==> config.mk <==
export PLATFORM = sky130hd
export DESIGN_NAME = dlbf_coeffs_stream_reader
export DESIGN_NICKNAME = d
export VERILOG_FILES = /design/src/rtl/dlbf_coeffs_pkg.sv /design/src/rtl/dlbf_coeffs_sync_fifo.sv /design/src/rtl/dlbf_coeffs_stream_reader.sv
export SDC_FILE = /design/constraint.sdc
export NUM_CORES = 1
export LEC_CHECK = 0
export BUFFER_PORTS_ARGS = -buffer_cell sky130_fd_sc_hd__buf_2
export CAP_MARGIN = 20
export CORE_MARGIN = 1.5
export CORE_UTILIZATION = 55
export CTS_BUF_LIST = sky130_fd_sc_hd__clkbuf_8 sky130_fd_sc_hd__clkbuf_16
export DETAILED_ROUTE_END_ITERATION = 8
export HOLD_SLACK_MARGIN = 0.03
export PLACE_DENSITY = 0.75
export SKIP_LAST_GASP = 1
export SLEW_MARGIN = 25
export SYNTH_ARGS = -nofsm -noshare
export SYNTH_HDL_FRONTEND = slang
export SYNTH_SLANG_ARGS = --single-unit
==> constraint.sdc <==
create_clock -name m_axis_clk -period 8.73 [get_ports m_axis_clk]
set_clock_uncertainty 0.2 [all_clocks]
set_input_delay 1.746 -clock m_axis_clk [delete_from_list [all_inputs] [get_ports m_axis_clk]]
set_output_delay 1.746 -clock m_axis_clk [all_outputs]
set_load 0.1 [all_outputs]
==> src/rtl/dlbf_coeffs_pkg.sv <==
// Shared constants, FSM state encoding and sizing helper for the coefficient stream reader.
package dlbf_coeffs_pkg;

   localparam int unsigned DefDataWidth      = 64;
   localparam int unsigned DefRamDepth       = 4096;
   localparam int unsigned DefRamReadLatency = 4;
   localparam int unsigned DefAddrWidth      = 16;
   localparam int unsigned DefBlockLen       = 256;

   typedef logic [1:0] state_t;
   localparam state_t StIdle  = 2'd0;
   localparam state_t StIssue = 2'd1;
   localparam state_t StDrain = 2'd2;

   // Bits needed to hold every value from 0 up to and including depth.
   function automatic int unsigned cnt_width(input int unsigned depth);
      return (depth < 1) ? 1 : $clog2(depth + 1);
   endfunction

endpackage

==> src/rtl/dlbf_coeffs_sync_fifo.sv <==
// Single-clock first-word-fall-through FIFO; a push into an empty FIFO is visible the same cycle.
module dlbf_coeffs_sync_fifo
   import dlbf_coeffs_pkg::*;
#(
   parameter int unsigned WIDTH = 65,
   parameter int unsigned DEPTH = 6,
   parameter int unsigned CNT_W = cnt_width(DEPTH)
) (
   input  logic             clk_i,
   input  logic             rst_ni,
   input  logic             push_i,
   input  logic [WIDTH-1:0] wdata_i,
   input  logic             pop_i,
   output logic             valid_o,
   output logic [WIDTH-1:0] rdata_o,
   output logic [CNT_W-1:0] count_o
);

   localparam int unsigned     PtrW   = (DEPTH > 1) ? $clog2(DEPTH) : 1;
   localparam logic [PtrW-1:0] PtrMax = PtrW'(DEPTH - 1);

   logic [WIDTH-1:0] mem_q [DEPTH];
   logic [PtrW-1:0]  wr_ptr_q, rd_ptr_q;
   logic [CNT_W-1:0] count_q;
   logic             empty, wr_en, rd_en;

   assign empty   = (count_q == '0);
   assign valid_o = !empty || push_i;
   assign rdata_o = empty ? wdata_i : mem_q[rd_ptr_q];
   assign count_o = count_q;
   // Popping while empty consumes the bypassed push word, so it is never stored.
   assign wr_en   = push_i && !(empty && pop_i);
   assign rd_en   = pop_i && !empty;

   always_ff @(posedge clk_i) begin
      if (wr_en) mem_q[wr_ptr_q] <= wdata_i;
   end

   always_ff @(posedge clk_i or negedge rst_ni) begin
      if (!rst_ni) begin
         wr_ptr_q <= '0;
         rd_ptr_q <= '0;
         count_q  <= '0;
      end else begin
         if (wr_en) wr_ptr_q <= (wr_ptr_q == PtrMax) ? '0 : wr_ptr_q + PtrW'(1);
         if (rd_en) rd_ptr_q <= (rd_ptr_q == PtrMax) ? '0 : rd_ptr_q + PtrW'(1);
         count_q <= count_q + CNT_W'(wr_en) - CNT_W'(rd_en);
      end
   end

endmodule

==> src/rtl/dlbf_coeffs_stream_reader.sv <==
// RAM port-B reader streaming coefficient words to AXI4-Stream with credit-based prefetch.
// Optional DLBF_COEFFS_LOOP_EN adds loop_en to replay the buffer without leaving ISSUE.
module dlbf_coeffs_stream_reader
   import dlbf_coeffs_pkg::*;
#(
   parameter int unsigned DATA_WIDTH       = DefDataWidth,
   parameter int unsigned RAM_DEPTH        = DefRamDepth,
   parameter int unsigned RAM_READ_LATENCY = DefRamReadLatency,
   parameter int unsigned ADDR_WIDTH       = DefAddrWidth,
   parameter int unsigned BLOCK_LEN        = DefBlockLen,
   parameter int unsigned FIFO_DEPTH       = RAM_READ_LATENCY + 2
) (
   input  logic                  m_axis_clk,
   input  logic                  m_axis_rst_n,
   input  logic                  start,
   input  logic [ADDR_WIDTH-1:0] base_addr,
   input  logic [ADDR_WIDTH-1:0] num_words,
`ifdef DLBF_COEFFS_LOOP_EN
   input  logic                  loop_en,
`endif
   output logic                  busy,
   output logic                  done,
   output logic                  enb,
   output logic [ADDR_WIDTH-1:0] addrb,
   input  logic [DATA_WIDTH-1:0] doutb,
   output logic [DATA_WIDTH-1:0] m_axis_tdata,
   output logic                  m_axis_tvalid,
   input  logic                  m_axis_tready,
   output logic                  m_axis_tlast
);

   localparam int unsigned           Lat      = RAM_READ_LATENCY;
   localparam int unsigned           CntW     = cnt_width(FIFO_DEPTH);
   localparam int unsigned           CredW    = cnt_width(FIFO_DEPTH + RAM_READ_LATENCY);
   localparam int unsigned           BlkW     = (BLOCK_LEN > 1) ? $clog2(BLOCK_LEN) : 1;
   localparam logic [ADDR_WIDTH-1:0] AddrMask = ADDR_WIDTH'(RAM_DEPTH - 1);
   localparam logic [BlkW-1:0]       BlkMax   = BlkW'(BLOCK_LEN - 1);

   state_t                state_q, state_d;
   logic [ADDR_WIDTH-1:0] base_q, num_q, rd_idx_q, rd_idx_d;
   logic [BlkW-1:0]       blk_q, blk_d;
   logic [Lat-1:0]        vld_q, tag_q;
   logic                  done_q, done_d;
   logic [CntW-1:0]       fifo_cnt;
   logic                  fifo_valid, pop, issue_last, rd_tag, final_beat, loop_act;
   logic [DATA_WIDTH:0]   fifo_rdata;
   logic [CredW-1:0]      inflight, credit;

`ifdef DLBF_COEFFS_LOOP_EN
   assign loop_act = loop_en;
`else
   assign loop_act = 1'b0;
`endif

   always_comb begin
      inflight = '0;
      for (int i = 0; i < int'(Lat); i++) inflight = inflight + CredW'(vld_q[i]);
   end

   // Outstanding words (in flight plus buffered) after this cycle's pop leaves.
   assign credit     = inflight + CredW'(fifo_cnt) - CredW'(pop);
   assign enb        = (state_q == StIssue) && (credit < CredW'(FIFO_DEPTH));
   assign addrb      = (base_q + rd_idx_q) & AddrMask;
   assign issue_last = (rd_idx_q == num_q - ADDR_WIDTH'(1));
   assign rd_tag     = issue_last || (blk_q == BlkMax);
   assign pop        = fifo_valid && m_axis_tready;
   assign final_beat = pop && (credit == '0);

   assign busy          = (state_q != StIdle);
   assign done          = done_q;
   assign m_axis_tvalid = fifo_valid;
   assign m_axis_tdata  = fifo_valid ? fifo_rdata[DATA_WIDTH-1:0] : '0;
   assign m_axis_tlast  = fifo_valid && fifo_rdata[DATA_WIDTH];

   always_comb begin
      state_d  = state_q;
      rd_idx_d = rd_idx_q;
      blk_d    = blk_q;
      done_d   = 1'b0;
      unique case (state_q)
         StIdle: begin
            if (start) begin
               if (num_words == '0) begin
                  done_d = 1'b1;
               end else begin
                  state_d  = StIssue;
                  rd_idx_d = '0;
                  blk_d    = '0;
               end
            end
         end
         StIssue: begin
            if (enb) begin
               rd_idx_d = rd_idx_q + ADDR_WIDTH'(1);
               blk_d    = (blk_q == BlkMax) ? '0 : blk_q + BlkW'(1);
               if (issue_last) begin
                  if (loop_act) begin
                     rd_idx_d = '0;
                     blk_d    = '0;
                  end else begin
                     state_d = StDrain;
                  end
               end
            end
         end
         StDrain: begin
            if (final_beat) begin
               state_d = StIdle;
               done_d  = 1'b1;
            end
         end
         default: state_d = StIdle;
      endcase
   end

   always_ff @(posedge m_axis_clk or negedge m_axis_rst_n) begin
      if (!m_axis_rst_n) begin
         state_q  <= StIdle;
         base_q   <= '0;
         num_q    <= '0;
         rd_idx_q <= '0;
         blk_q    <= '0;
         vld_q    <= '0;
         tag_q    <= '0;
         done_q   <= 1'b0;
      end else begin
         state_q  <= state_d;
         rd_idx_q <= rd_idx_d;
         blk_q    <= blk_d;
         done_q   <= done_d;
         // The oldest stage lines up with doutb for the read issued Lat cycles ago.
         vld_q    <= (vld_q << 1) | Lat'(enb);
         tag_q    <= (tag_q << 1) | Lat'(enb && rd_tag);
         if ((state_q == StIdle) && start) begin
            base_q <= base_addr;
            num_q  <= num_words;
         end
      end
   end

   dlbf_coeffs_sync_fifo #(
      .WIDTH (DATA_WIDTH + 1),
      .DEPTH (FIFO_DEPTH),
      .CNT_W (CntW)
   ) u_fifo (
      .clk_i   (m_axis_clk),
      .rst_ni  (m_axis_rst_n),
      .push_i  (vld_q[Lat-1]),
      .wdata_i ({tag_q[Lat-1], doutb}),
      .pop_i   (pop),
      .valid_o (fifo_valid),
      .rdata_o (fifo_rdata),
      .count_o (fifo_cnt)
   );

endmodule

[After elaboration in Yosys (flattened, before gate mapping)]
Memory sizes are Yosys's and may differ from the RTL's.
Cells that the tools add are included.
Word-level totals
  register bits: 72
  RAM bits: 390
  input port bits: 100
  output and inout bits: 85
  logic and storage cells: 85
  memories: 1
Cells by class
  add/sub/neg operators: 13
  magnitude comparators: 1
  equal/unequal tests: 11
  mux-type cells: 25
  bitwise logic cells: 2
  reductions and logical operators: 21
Memories
  u_fifo.mem_q: depth 6, bits a word 65, rd ports 1, clocked after Yosys merged registers in 0, wr ports 1, line dlbf_coeffs_sync_fifo.sv:22  | logic [WIDTH-1:0] mem_q [DEPTH];
Operators with widths (number)
  65-bit two-way mux: 1
  64-bit two-way mux: 1
  16-bit two-way mux: 3
  8-bit two-way mux: 4
  16-bit case mux with 2 select lines: 1
  16-bit by 1-bit adder with 16-bit output (second input constant): 1
  16-bit == test: 1
  16-bit zero test: 1
  8-bit case mux with 2 select lines: 1
  16-bit by 1-bit subtractor with 16-bit output (second input constant): 1
  12-bit adder: 1
  2-bit two-way mux: 5
  2-bit != test (second input constant): 5
  1-bit logical AND: 9
  8-bit by 1-bit adder with 8-bit output (second input constant): 1
  8-bit == test (second input constant): 1
  4-bit by 1-bit bitwise OR with 4-bit output: 2
  3-bit by 1-bit adder with 3-bit output (second input constant): 2
  3-bit == test (second input constant): 2
  3-bit two-way mux: 2
  2-bit case mux with 3 select lines: 1
  1-bit two-way mux: 5
  5-bit AND reduction: 1
  3-bit by 1-bit adder with 4-bit output: 1
  17 further kinds: 20

[Logic depth before layout (Yosys ltp)]
Gate-level depths: netlist of run 1.
  depth in word-level cells: 9
  depth in mapped cells: 18
  depth with buffers taken out: 16

[Modules after synthesis]
Synthesis of run 1 repeated with hierarchy kept, for this count alone.
Second synthesis, totals
  cell total of the unflattened synthesis: 1381
  area total of the unflattened synthesis: 20646.1 µm²
By module, submodules not included
  dlbf_coeffs_sync_fifo: instances 1, cells an instance 880, area each 16153.0 µm², seq. area each 11936.4 µm²
  dlbf_coeffs_stream_reader: instances 1, cells an instance 501, area each 4493.1 µm², seq. area each 1576.5 µm²

[Worst setup path before layout of run 1]
OpenSTA, ideal clock, no wires.
  path type: in2reg
  start point: in m_axis_tready
  end point: mem u_fifo.mem_q[1][0], enable pin
  setup time: 0.571 ns
  data arrival time: 6.645 ns
  required time: 7.959 ns
  slack: 1.315 ns
  stages: 3
  path buffers: 0
  cells stage by stage: a21oi_1 > nand2_1 > nor3_1
On the way
  longest elaborated chain between the ends: 6
RTL lines
  start, declared: line dlbf_coeffs_stream_reader.sv:28  | input logic m_axis_tready,
  1-bit logical AND: line dlbf_coeffs_stream_reader.sv:66  | assign pop = fifo_valid && m_axis_tready;
  1-bit logical AND: line dlbf_coeffs_sync_fifo.sv:32  | assign wr_en = push_i && !(empty && pop_i);
  1-bit zero test: line dlbf_coeffs_sync_fifo.sv:32
  1-bit logical AND: line dlbf_coeffs_sync_fifo.sv:32
  1-bit two-way mux: line dlbf_coeffs_sync_fifo.sv:36  | if (wr_en) mem_q[wr_ptr_q] <= wdata_i;
  1-bit two-way mux (implied by the code): line dlbf_coeffs_sync_fifo.sv:36
  end, declared: line dlbf_coeffs_sync_fifo.sv:22
No other way between the ends.

[Worst setup path after layout of run 1]
  start point: in m_axis_tready
  end point: out enb
On the way
  longest elaborated chain between the ends: 4
RTL lines
  1-bit logical AND: line dlbf_coeffs_stream_reader.sv:66
  4-bit by 1-bit subtractor with 4-bit output: line dlbf_coeffs_stream_reader.sv:61  | assign credit = inflight + CredW'(fifo_cnt) - CredW'(pop);
  4-bit by 3-bit < comparator with 1-bit output: line dlbf_coeffs_stream_reader.sv:62  | assign enb = (state_q == StIssue) && (credit < CredW'(FIFO_DEPTH));
  1-bit logical AND: line dlbf_coeffs_stream_reader.sv:62
  end, declared: line dlbf_coeffs_stream_reader.sv:23  | output logic enb,
No other way between the ends.

==> results of run 1 <==
-- stage by stage --
| stage | setup slack, ns | std cells | hold slack [ns] |
|---|---|---|---|
| after global placement | 1.99 | 1880 | 0.136 |
| after CTS | 1.91 | 1964 | 0.160 |
| after global routing | 1.78 | 1967 | 0.159 |
| after detailed placement | 1.94 | 1880 | 0.140 |
| after floorplan | 1.31 | 1305 | 0.131 |
| final | 1.94 | 1967 | 0.158 |
-- area by class of cell --
| class | count | area [um2] |
|---|---|---|
| multi-input combinational | 736 | 5860 |
| clock inverter | 35 | 303 |
| sequential | 462 | 13500 |
| tap | 461 | 577 |
| clock buffer | 49 | 1190 |
| inverter | 29 | 109 |
| fill | 2544 | 12900 |
| antenna | 2 | 5.00 |
| timing repair buffer | 193 | 1050 |
-- critical path: stages --
cell and delay (ns):
buf_2 0.11, nand2_1 0.08, inv_1 0.05, ha_1 0.29, fa_1 0.48, fa_1 0.42, fa_1 0.39, xnor2_1 0.15
nor2b_1 0.16, or3_1 0.38, inv_1 0.13, buf_2 0.44
-- Yosys cell counts (4+ instances only) --
master and n:
buf_2 18, inv_1 29, dfrtp_1 72, clkbuf_1 35
nand2_1 104, or3_1 5, fa_1 5, nand2b_1 11
nand3_1 81, and3_1 11, nor2b_1 6, nor4_2 4
nor3_1 16, buf_1 15, nor4_1 8, mux2i_1 66
mux4_2 65, a21oi_1 15, nor2_1 30, nand3b_1 5
a21o_1 4, mux2_1 9, o21ai_1 32, o21ai_0 129
mux2_2 15, o21a_1 6, buf_4 9, xnor2_1 27
xor2_1 11, edfxtp_1 390, ha_1 21
-- logic make-up after synthesis --
| kind of cell | Yosys count |
|---|---|
| compound gates | 209 |
| xor+xnor | 38 |
| fa+ha+maj | 26 |
| buf+inv | 107 |
| flops | 462 |
| mux | 155 |
| other cells | 1 |
| simple gates | 304 |
-- final timing paths --
kind | start | end | slack (ns) | depth (start not counted)
setup / recovery | m_axis_tready | enb | 1.94 | 12
hold / removal | tag_q[1] | tag_q[2] | 0.16 | 0
setup reg to reg | u_fifo.count_o[1] | rd_idx_q[11] | 4.23 | 16
hold reg to reg | tag_q[1] | tag_q[2] | 0.16 | 0
max in group asynchronous | m_axis_rst_n | u_fifo.rd_ptr_q[2] | 6.48 | 1
min in group asynchronous | m_axis_rst_n | base_q[7] | 1.13 | 1
-- flip-flops by register name, summed over array words and instances (netlist names) --
signal,flops
u_fifo.mem_q,390
blk_q,8
num_q,16
u_fifo.wr_ptr_q,3
u_fifo.count_o,3
u_fifo.rd_ptr_q,3
vld_q,4
state_q,2
done,1
tag_q,4
base_q,12
rd_idx_q,16
-- metal layers --
| metal | global-route usage, % | routed length, um |
|---|---|---|
| met3 | 3.46 | 2320 |
| met4 | 6.47 | 871 |
| met5 | 0 | 13 |
| met2 | 36.3 | 19500 |
| met1 | 29.4 | 17100 |
==> qor.csv, run 1 <==
metric,value,unit
status,finished clean,
Util after Layout,63.7,%
core area,0.0355,mm2
post-synthesis mux area share,12.1,%
Critical Path AT,4.84,ns
cts bufs inserted,46,
drt pass-1 iters,5,
post-synthesis sequential area ratio,68.4,%
Initial Utilization,55.7,%
asr flop ratio synth,15.6,%
Yosys cell types,62,
Post-Synth XOR/XNOR Area,1.68,%
Worst Tran Pin Value,0.935,ns
vias in the first global route,11288,
"leading cell type in the layout, fill and taps excluded",edfxtp_1,
Routed WL,39.8,mm
Hold WC Path Type,register to register,
Resize count post-CTS,0,
ANT nets after route,0,
CTS tree,yes,
postcts setup bufs,0,
main area contributors after synthesis,"edfxtp_1, dfrtp_1, mux4_2",
Synth area leader,edfxtp_1,
Setup TNS,0,ns
Yosys top cell area share,59.2,%
Cell Rows,69,
IO buf count,176,
"Reg clk slew, reported paths",0.05,ns
Area Growth Syn to Fin,14.4,%
hpwl dp,22.1,mm
fin nets,1594,
Max-cap violations,0,
die height,193,um
critical path capture point type,primary output,
via count,11481,
root buffer cell,clkbuf_16,
via density per instance,5.84,
most frequent cells in the layout,"edfxtp_1, buf_2, o21ai_0, nand2_1, nand3_1",
Slew HR,37.7,%
simple-gate share of the synthesized area,7.73,%
main flop type after synthesis,edfxtp_1,
Final Setup Violations,0,
"Period Utilization, post-route",77.8,%
CTS max path bufs,3,
die width,193,um
grt ovf,0,
H-tree levels,2,
synthesized-area fraction occupied by adder cells,1.84,%
Setup CP Type,primary input to primary output,
Required @ worst endpoint,6.78,ns
layout cell share with drive strength beyond 1,24.0,%
Slew Limit Fails,0,
largest net degree at the start of global routing,134,
"Non-Filler Cell Area, Final",0.0226,mm2
insertion delay to the later sink of the worst-skew pair,0.54,ns
# IOs,185,
Fin. Hold Viols,0,
drt drc,0,
wire length of the first global-routing pass,61.1,mm
clock sinks,462,
Initial DRC Count,779,
routability cong.,0.827,
Post-synth EDFFs,390,
cell count after synthesis,1302,
RSZ-0062 raised after global routing,no,
Seq cells post-synth,462,
synthesized area per cell,15.2,um2
synthesized cell area,0.0198,mm2
DP Area,0.0211,mm2
CP startpoint kind,primary input,
# hold bufs at CTS,0,
die footprint,0.0371,mm2
gr usage total,21.6,%
f_max,147,MHz
Yosys Warn Count,0,
main combinational cell family by area after synthesis,multiplexers,
DR WL/cell,20.2,um
Final Critical Period,6.79,ns
initial antenna violation count,4,
Compound-Gate Fraction of Synth Area,5.90,%
CP Max Fanout,4,
Power of run 1 is not shown: default switching activity piles up to over one toggle a cycle in this logic, so the estimate is an artifact.
==> inputs of run 2 (changes only) <==
Clock period 8.73 ns to 6.8 ns, I/O delays scaled along.
==> run 2 against run 1 <==
Net effect:
- critical endpoint unchanged
- core utilization increased by 0.16 points
- worst hold slack got worse by 0.011 ns
- non-clock buffer count increased by 4
- highest routed layer unchanged
==> qor.csv, run 2 (synthesized netlist as in run 1, its figures left out) <==
metric,value,unit,change
min-delay src,tag_q[2],,was tag_q[1]
cts bufs inserted,48,,was 46
metal3 WL,2.32,mm,about the same
die footprint,0.0371,mm2,unchanged
WL met1,17.3,mm,was 17.1 mm
CTS tree,yes,,unchanged
critical path capture point type,primary output,,unchanged
initial antenna violation count,2,,was 4
"Period Utilization, post-route",88.9,%,
"CP delay by family, top",adder cells,,unchanged
CP max stage delay,0.48,ns,about the same
Setup CP Type,primary input to primary output,,unchanged
CTS max path bufs,3,,unchanged
wire length of the first global-routing pass,62.6,mm,was 61.1 mm
root buffer cell,clkbuf_16,,unchanged
Area Growth Syn to Fin,14.7,%,was 14.4%
Routed WL,40.4,mm,was 39.8 mm
drt pass-1 iters,5,,unchanged
Max-cap violations,0,,unchanged
DR top layer,met5,,unchanged
CP dominant cell by count,fa_1,,unchanged
worst setup margin,0.758,ns,was 1.94 ns
CP startpoint kind,primary input,,unchanged
Required @ worst endpoint,5.24,ns,was 6.78 ns
via count,11518,,"was 11,481"
met2 WL post-DR,20.0,mm,was 19.5 mm
hpwl dp,22.9,mm,was 22.1 mm
most frequent cells in the layout,"edfxtp_1, buf_2, o21ai_0, nand2_1, nand3_1",,unchanged
Resize count post-CTS,0,,unchanged
largest net degree at the start of global routing,99,,was 134
Cell Rows,69,,unchanged
drt drc,0,,unchanged
"leading cell type in the layout, fill and taps excluded",edfxtp_1,,unchanged
Largest register FFs,390,,unchanged
biggest regs,"u_fifo.mem_q (390), num_q (16), rd_idx_q (16)",,unchanged
H-tree levels,2,,unchanged
r2r worst-path depth,16,,unchanged
# IOs,185,,unchanged
via density per instance,5.84,,about the same
Setup crit start,m_axis_tready,,unchanged
Initial DRC Count,705,,was 779
RSZ-0062 raised after global routing,no,,unchanged
Final Critical Period,6.04,ns,
vias in the first global route,11622,,"was 11,288"
f_max,166,MHz,
IO buf count,176,,unchanged
CP Max Fanout,4,,unchanged
"reg-to-reg slack, setup",2.24,ns,was 4.23 ns
Slew Limit Fails,0,,unchanged
ANT nets after route,0,,unchanged
Largest Register,u_fifo.mem_q,,unchanged
R2R Path End,rd_idx_q[9],,was rd_idx_q[11]
Final Setup Violations,0,,unchanged
Slew HR,32.4,%,was 37.7%
"Reg clk slew, reported paths",0.05,ns,about the same
status,finished clean,,unchanged
postcts setup bufs,0,,unchanged
gr usage total,22.2,%,was 21.6%
Worst Tran Pin Value,1.01,ns,was 0.935 ns
Setup TNS,0,ns,unchanged
fin nets,1600,,"was 1,594"
crit-path cells,buf_2 -> nand2_1 -> inv_1 -> ha_1 -> fa_1 -> fa_1 -> fa_1 -> xnor2_1 -> nor2b_1 -> or3_1 -> inv_1 -> buf_2,,unchanged
Initial Utilization,55.7,%,unchanged
core area,0.0355,mm2,unchanged
die height,193,um,unchanged
Worst Path Buf+Inv,4,,unchanged
layout cell share with drive strength beyond 1,24.1,%,was 24.0%
dpl ws,0.759,ns,was 1.94 ns
Hold WC Path Type,register to register,,unchanged
Critical Path AT,4.48,ns,was 4.84 ns
die width,193,um,unchanged
Critical Path Stages,12,,unchanged
Fin. Hold Viols,0,,unchanged
CP endpoint,enb,,unchanged
DR WL/cell,20.5,um,was 20.2 um
insertion delay to the later sink of the worst-skew pair,0.56,ns,was 0.54 ns
r2r startpoint,u_fifo.count_o[1],,unchanged
grt ovf,0,,unchanged
clock sinks,462,,unchanged
routability cong.,0.839,,was 0.827
# hold bufs at CTS,0,,unchanged
CP max stage cell,fa_1,,unchanged
[run 2: worst min-delay path by stage]
| stage | end | cells past startpoint |
|---|---|---|
| 5_1_grt | tag_q[3] | 0 |
| 6_report | tag_q[3] | 0 |
| 4_1_cts | tag_q[3] | 0 |
| 3_3_place_gp | tag_q[3] | 0 |
| 2_1_floorplan | tag_q[1] | 0 |
| 3_5_place_dp | tag_q[3] | 0 |
[run 2: metrics by stage]
| step | instance area [um2] | util [%] | std cells | hold WS, ns |
|---|---|---|---|---|
| floorplan | 19800 | - | 1305 | 0.131 |
| global placement | 21200 | 59.6 | 1884 | 0.135 |
| detailed placement | 21200 | 59.6 | 1884 | 0.137 |
| CTS | 22600 | 63.8 | 1971 | 0.150 |
| global route | 22700 | 63.9 | 1972 | 0.167 |
| finish | 22700 | 63.9 | 1973 | 0.147 |
[run 2: layout make-up]
type	instances	area, um2
Sequential cell	462	13500
Inverter	29	109
Antenna cell	1	2.50
Timing Repair Buffer	197	1110
Clock buffer	49	1230
Clock inverter	38	249
Multi-Input combinational cell	736	5870
Fill cell	2551	12800
Tap cell	461	577
[run 2: routing by layer]
layer	vias to the layer above	GRT usage, %
li1	5336	-
met1	5798	29.9
met2	318	37.1
met3	64	3.98
met4	2	6.71
met5	-	0
Power of run 2 is left out for the same reason.
